`src/rtl/fifo_wr_arbiter.sv`:
```
// Round-robin arbiter sharing one FIFO write port among NREQ producers, with bounded bursts.
// Optional macro FIFO_ARB_PRIO_EN: requester 0 wins every arbitration it takes part in.
module fifo_wr_arbiter #(
  parameter int unsigned NREQ  = 4,
  parameter int unsigned DW    = 8,
  parameter int unsigned BURST = 4
) (
  input  logic               clk,
  input  logic               rst,
  input  logic [NREQ-1:0]    req,
  input  logic [NREQ*DW-1:0] din_req,
  output logic [NREQ-1:0]    ack,
  output logic [NREQ-1:0]    gnt,
  output logic               busy,
  input  logic               fifo_full,
  output logic               fifo_wr,
  output logic [DW-1:0]      fifo_din
);

  localparam int unsigned IW = (NREQ > 1) ? $clog2(NREQ) : 1;
  localparam int unsigned CW = 4;
  localparam logic [CW-1:0] CNT_LAST = CW'(BURST - 1);
  localparam logic [IW-1:0] LAST_RST = IW'(NREQ - 1);

  typedef enum logic {
    S_IDLE = 1'b0,
    S_OWN  = 1'b1
  } state_t;

  state_t            r_state;
  logic [IW-1:0]     r_owner;
  logic [IW-1:0]     r_last;
  logic [CW-1:0]     r_cnt;
  logic [NREQ-1:0]   r_gnt;
  logic              r_busy;

  state_t            w_state_nxt;
  logic [IW-1:0]     w_owner_nxt;
  logic [IW-1:0]     w_last_nxt;
  logic [CW-1:0]     w_cnt_nxt;
  logic [NREQ-1:0]   w_gnt_nxt;
  logic              w_busy_nxt;

  logic              w_found;
  logic [IW-1:0]     w_pick;
  logic              w_xfer;
  logic              w_owner_req;
  logic [DW-1:0]     w_din_arr [NREQ];

  // Unpack requester data lanes so the owner mux is a plain array index.
  for (genvar g = 0; g < int'(NREQ); g++) begin : g_lane
    assign w_din_arr[g] = din_req[g*DW +: DW];
  end

  assign w_owner_req = req[r_owner];

  // Rotating search starting just after the last released owner.
  always_comb begin
    w_found = 1'b0;
    w_pick  = '0;
    for (int i = 1; i <= int'(NREQ); i++) begin
      if (!w_found && req[IW'((int'(r_last) + i) % int'(NREQ))]) begin
        w_found = 1'b1;
        w_pick  = IW'((int'(r_last) + i) % int'(NREQ));
      end
    end
`ifdef FIFO_ARB_PRIO_EN
    if (req[0]) begin
      w_pick = '0;
    end
`endif
  end

  // Next-state and combinational write-side outputs.
  always_comb begin
    w_state_nxt = r_state;
    w_owner_nxt = r_owner;
    w_last_nxt  = r_last;
    w_cnt_nxt   = r_cnt;
    w_gnt_nxt   = r_gnt;
    w_xfer      = 1'b0;

    case (r_state)
      S_IDLE: begin
        if (w_found) begin
          w_state_nxt = S_OWN;
          w_owner_nxt = w_pick;
          w_cnt_nxt   = '0;
          w_gnt_nxt   = NREQ'(1) << w_pick;
        end
      end
      S_OWN: begin
        w_xfer = w_owner_req && !fifo_full;
        if (w_xfer) begin
          w_cnt_nxt = r_cnt + CW'(1);
        end
        if ((w_xfer && (r_cnt == CNT_LAST)) || !w_owner_req) begin
          w_state_nxt = S_IDLE;
          w_last_nxt  = r_owner;
          w_cnt_nxt   = '0;
          w_gnt_nxt   = '0;
        end
      end
      default: begin
        w_state_nxt = S_IDLE;
        w_gnt_nxt   = '0;
      end
    endcase

    w_busy_nxt = (w_state_nxt == S_OWN);
  end

  // A word offered while reset is asserted must not reach the FIFO.
  assign fifo_wr  = w_xfer && rst;
  assign ack      = fifo_wr ? (NREQ'(1) << r_owner) : '0;
  assign fifo_din = w_din_arr[r_owner];
  assign gnt      = r_gnt;
  assign busy     = r_busy;

  always_ff @(posedge clk) begin
    if (!rst) begin
      r_state <= S_IDLE;
      r_owner <= '0;
      r_last  <= LAST_RST;
      r_cnt   <= '0;
      r_gnt   <= '0;
      r_busy  <= 1'b0;
    end else begin
      r_state <= w_state_nxt;
      r_owner <= w_owner_nxt;
      r_last  <= w_last_nxt;
      r_cnt   <= w_cnt_nxt;
      r_gnt   <= w_gnt_nxt;
      r_busy  <= w_busy_nxt;
    end
  end

endmodule

```
`config.mk`:
```
export PLATFORM = sky130hd
export DESIGN_NAME = fifo_wr_arbiter
export DESIGN_NICKNAME = d
export VERILOG_FILES = /design/src/rtl/fifo_wr_arbiter.sv
export SDC_FILE = /design/constraint.sdc
export NUM_CORES = 1
export LEC_CHECK = 0
export ABC_AREA = 1
export ABC_CLOCK_PERIOD_IN_PS = 1900
export CAP_MARGIN = 30
export CORE_MARGIN = 5
export CORE_UTILIZATION = 35
export CTS_BUF_LIST = sky130_fd_sc_hd__clkbuf_8
export CTS_CLUSTER_SIZE = 14
export DETAILED_ROUTE_END_ITERATION = 8
export DONT_BUFFER_PORTS = 1
export GPL_TIMING_DRIVEN = 0
export RECOVER_POWER = 50
export SYNTH_ARGS = -nofsm -noshare
export SYNTH_HDL_FRONTEND = slang
export SYNTH_SLANG_ARGS = --single-unit
```
`constraint.sdc`:
```
create_clock -name clk -period 1.9 [get_ports clk]
set_clock_uncertainty 0.05 [all_clocks]
set_input_delay 0.285 -clock clk [delete_from_list [all_inputs] [get_ports clk]]
set_output_delay 0.285 -clock clk [all_outputs]
set_load 0.01 [all_outputs]
```
**Yosys cells after proc, flatten, opt, wreduce, memory -nomap -nowiden**

Cells that the tools add are included.
W data, S select, Z words.

- Register bits after elaboration: 13
- Bits of input ports: 39
- Output and inout port bits: 18

- Add/subtract/negate cells: 5
- Magnitude comparators: 6
- Eq/ne operators: 4
- Shift operators: 2
- Multiplexer cells: 37
- Bitwise gates (word level): 2
- Reductions and logical operators: 16

Operator list:

| kind | count |
|---|---|
| $mux W4 | 6 |
| $bmux W8 S2 | 1 |
| $lt A2 B4 Y1 const B | 4 |
| $mux W1 | 16 |
| $mux W8 | 2 |
| $pmux W4 S2 | 2 |
| $bmux W1 S2 | 5 |
| $mux W2 | 4 |
| $reduce_and A2 Y1 | 4 |
| $shl A1 B2 Y4 const A | 2 |
| $logic_and A1 B1 Y1 | 6 |
| $logic_not A1 Y1 | 5 |
| $add A2 B1 Y2 const B | 2 |
| $add A2 B2 Y2 const B | 2 |
| $add A4 B1 Y4 const B | 1 |
| $eq A4 B2 Y1 const B | 1 |
| $ge A3 B3 Y1 const B | 1 |
| $lt A2 B3 Y1 const B | 1 |
| $ne A3 B1 Y1 const B | 1 |
| $not A2 Y3 | 1 |
| $ne A2 B1 Y1 const B | 1 |
| $ne A2 B2 Y1 const B | 1 |
| $pmux W1 S2 | 1 |
| $logic_or A1 B1 Y1 | 1 |
| $not A1 Y1 | 1 |

**Longest topological paths before layout**

- Word-level depth: 17
- Gate-level depth with buffers: 14
- Mapped depth without buffers: 13

**Least setup slack after synthesis**

OpenSTA, ideal clock, no wires.

- Path type: flip-flop to output port
- Start: reg r_owner[1]
- End: out ack[0]
- Data arrival time: 1312 ps
- Setup slack: 253 ps
- Cell stages (with the launch flop): 7
- Buffers on the path: 1
- Path through: dfxtp_1 > buf_6 > nor2_2 > nand2_2 > nand4_4 > nand4_1 > nor3_1

- Word-level cells in the longest chain between the ends: 6
- Elaborated cells on any way between the ends: 7
- Those cells by class: 1 x shift; 4 x mux; 2 x reduce/logical

Ends and longest elaborated chain:

| element | line | source |
|---|---|---|
| start, declared | 31 | `logic [IW-1:0] r_owner;` |
| start signal, assigned | 130 | `r_owner <= w_owner_nxt;` |
| $bmux W1 S2 | 55 | `assign w_owner_req = req[r_owner];` |
| $mux W1 (implied by the code) | 55 |  |
| $logic_and A1 B1 Y1 | 93 | `w_xfer = w_owner_req && !fifo_full;` |
| $mux W1 | 83 | `case (r_state)` |
| $logic_and A1 B1 Y1 | 114 | `assign fifo_wr = w_xfer && rst;` |
| $mux W4 (*) | 115 | `assign ack = fifo_wr ? (NREQ'(1) << r_owner) : '0;` |
| end, declared | 12 | `output logic [NREQ-1:0] ack,` |

Mark *: on every way between the ends. The rest lies on a longest branch, timed or not. The select of a mux whose other input is x is not followed.

**Worst setup path after layout**

- Start: reg r_owner[0]
- End: out ack[1]

Same word-level chain as after synthesis.

==> summary.md <==
| Metric | Value |
|---|---|
| H-tree levels | 1 |
| Max-cap violations | 0 |
| CTS tree | done |
| Sink Count | 13 |
| Ports | 57 |
| Crit path DAT | 1.47 ns |
| Pleak | 0.000670 µW |
| Die ar. | 0.00494 mm² |
| Worst Hold Margin | 0.229 ns |
| DR vias/cell | 5.16 |
| Most frequent cells in the layout | nand2_1, nand3_1, nand2_2, inv_1, dfxtp_1 |
| Remaining global-route overflow | 0 |
| Routability cong. | 0.794 |
| Clock Tree Root | clkbuf_8 |
| Total GRT Usage | 13.2% |
| CP endpoint kind | output port |
| Sequential-to-total area share from yosys stat | 20.5% |
| Mapped Area | 0.00127 mm² |
| Crit path kind | reg -> out |
| Share of the synthesized area in the top cell type | 20.5% |
| Most common cell after layout, fill and taps aside | nand2_1 |
| CP Data Required Time | 1.56 ns |
| N_diodes | 0 |
| Fin worst setup slack | 0.0995 ns |
| Post-synth net total | 229 |
| Detailed Place HPWL | 2.55 mm |
| Register area | 264 µm² |
| Post-Route WL | 3.24 mm |
| Fillcell total | 373 |
| Drc violations | 0 |
| Hold Vio Cnt, Final | 0 |
| GRT met2 Usage | 19.8% |
| Status | complete, no violations |
| Starting Density | 37.2% |
| Area Overhead vs Synth | 12.3% |
| Cts bufs inserted | 3 |
| Tightest Pin Transition | 0.533 ns |
| Vias in the first global route | 1133 |
| Mapped Avg Cell Area | 6.73 µm² |
| Rows | 21 |
| Met3 Track Usage GR | 3.16% |
| Final setup fails | 0 |
| Top cells by area, synth | dfxtp_1, nand3_1, nand2_1 |
| Area of the multi-input gates | 910 µm² |
| Dpl cells | 235 |
| Worst skew pair latency | 0.24 ns |
| Final cell count without fillers | 242 |
| DRC marker count from the first detailed-route iteration | 55 |
| Post-DR wirelength/cell | 13.4 µm |
| Port Buffers | 0 |
| Setup TNS | 0 ns |
| Gr busiest metal | met2 |
| Share of layout cells above drive strength 1 | 27.0% |
| Worst Hold Class | in -> reg |
| #FFs+latches synth | 13 |
| Cell Pwr Density | 1520 mW/mm² |
| Peak Freq | 555 MHz |
| Pre-antenna DRT Iters | 4 |
| CTS clock-pin slew for the worst setup and hold paths | 0.05 ns |
| Total Nets Final | 237 |
| Worst slew margin | 64.5% |
| Minimum clock period | 1.80 ns |
| Core area | 0.00342 mm² |
| Die height | 70.3 µm |
| Synthesized instance count | 189 |
| Max-slew violations | 0 |
| Routed vias | 1248 |
| Largest net degree at the start of global routing | 11 |
| Period utilization | 94.8% |
| Worst Path Max Fanout | 5 |
| Initial antenna violation count | 0 |
| Die X-Extent | 70.3 µm |
| Clock Tree Buf Depth | 2 |
| First-pass GRT wire length | 5.39 mm |
| Worst Setup Slack post-DPL | -0.0878 ns |
| Worst vdd ir | 0.000787 V |
| CP startpoint kind | flop |
| RSZ-0062 raised after global routing | false |
| Met1 usage | 17.7% |
| Final antenna-violating net count | 0 |
| Ys Warns | 0 |
| Yosys top cell by area | dfxtp_1 |
| Netlist cell types | 30 |
report_power, final:
group / internal, µW / switching [µW]
Clock: 143 / 98.3
Sequential: 366 / 92.9
Combinational: 485 / 991
Yosys cell counts:
master / number
a21oi_1: 3
a22oi_1: 9
buf_1: 1
buf_2: 1
buf_6: 3
clkbuf_1: 3
dfxtp_1: 13
ha_1: 1
inv_1: 12
inv_2: 4
inv_4: 1
inv_8: 1
nand2_1: 38
nand2_2: 12
nand2_4: 10
nand3_1: 37
nand3_2: 2
nand3b_1: 1
nand4_1: 6
nand4_4: 1
nor2_1: 10
nor2_2: 1
nor2_4: 4
nor3_1: 6
nor3b_1: 1
o211ai_1: 2
o21ai_1: 3
o21ai_2: 1
xnor2_1: 1
xor2_1: 1
area by class of cell:
cell class,count,area share [%]
plain buffers,8,3.59
clock buffers,3,2.89
clock inverters,1,0.263
inverters,18,5.43
multi-input cells,150,63.7
flip-flops and latches,13,18.5
well taps,46,4.03
repair buffers,3,1.58
flip-flops by register name (all words and copies together) (netlist names):
signal	flops
gnt	4
r_cnt	4
r_last	2
r_owner	2
busy	1
metal layers:
layer / vias to the layer above / wire length (µm)
li1: 657 / -
met1: 552 / 1460
met2: 32 / 1530
met3: 7 / 189
met4: 0 / 56
met5: - / 0
through the flow:
step / power, µW / utilization, % / area (µm²)
2_1_floorplan: 1670 / - / 1270
3_3_place_gp: 1890 / 38.9 / 1330
3_5_place_dp: 1900 / 38.9 / 1330
4_1_cts: 2220 / 42.0 / 1440
5_1_grt: 2410 / 41.8 / 1430
6_report: 2180 / 41.8 / 1430
path summary, 6_finish.rpt:
| check | endpoint | startpoint | slack [ns] | cells after the start |
|---|---|---|---|---|
| max | ack[1] | r_owner[0] | 0.1 | 7 |
| min | busy | rst | 0.23 | 2 |
| max reg2reg | gnt[0] | r_last[1] | 0.20 | 14 |
| min reg2reg | gnt[1] | gnt[1] | 0.44 | 2 |
worst max-delay path, cell delays in order (launching register included):
cell and delay (ns):
dfxtp_4 0.38, inv_2 0.07, nor2_4 0.11, nand2_1 0.09, nand4_4 0.09, nand4_1 0.10
buf_4 0.21, nor3_4 0.17
kinds of logic (layout without fill, tap and decap cells):
kind of cell / Yosys count / in the layout / share of synthesized area (%)
xor gates and xnor gates: 2 / 2 / 1.38
AOI/OAI and AO/OA: 18 / 18 / 9.55
buffers and inverters: 26 / 33 / 10.3
adders and majority gates: 1 / 1 / 0.984
DFF: 13 / 13 / 20.5
and+or+nand+nor: 129 / 129 / 57.3
what timing repair did:
item / in CTS / in global routing
pin swaps: 3 / 0
buffers inserted: 3 / 0
endpoints found under the setup margin: 5 / 6
hold buffers: 0 / 0
gates resized for setup: 8 / 8
Power figures use the tool's default switching activity.
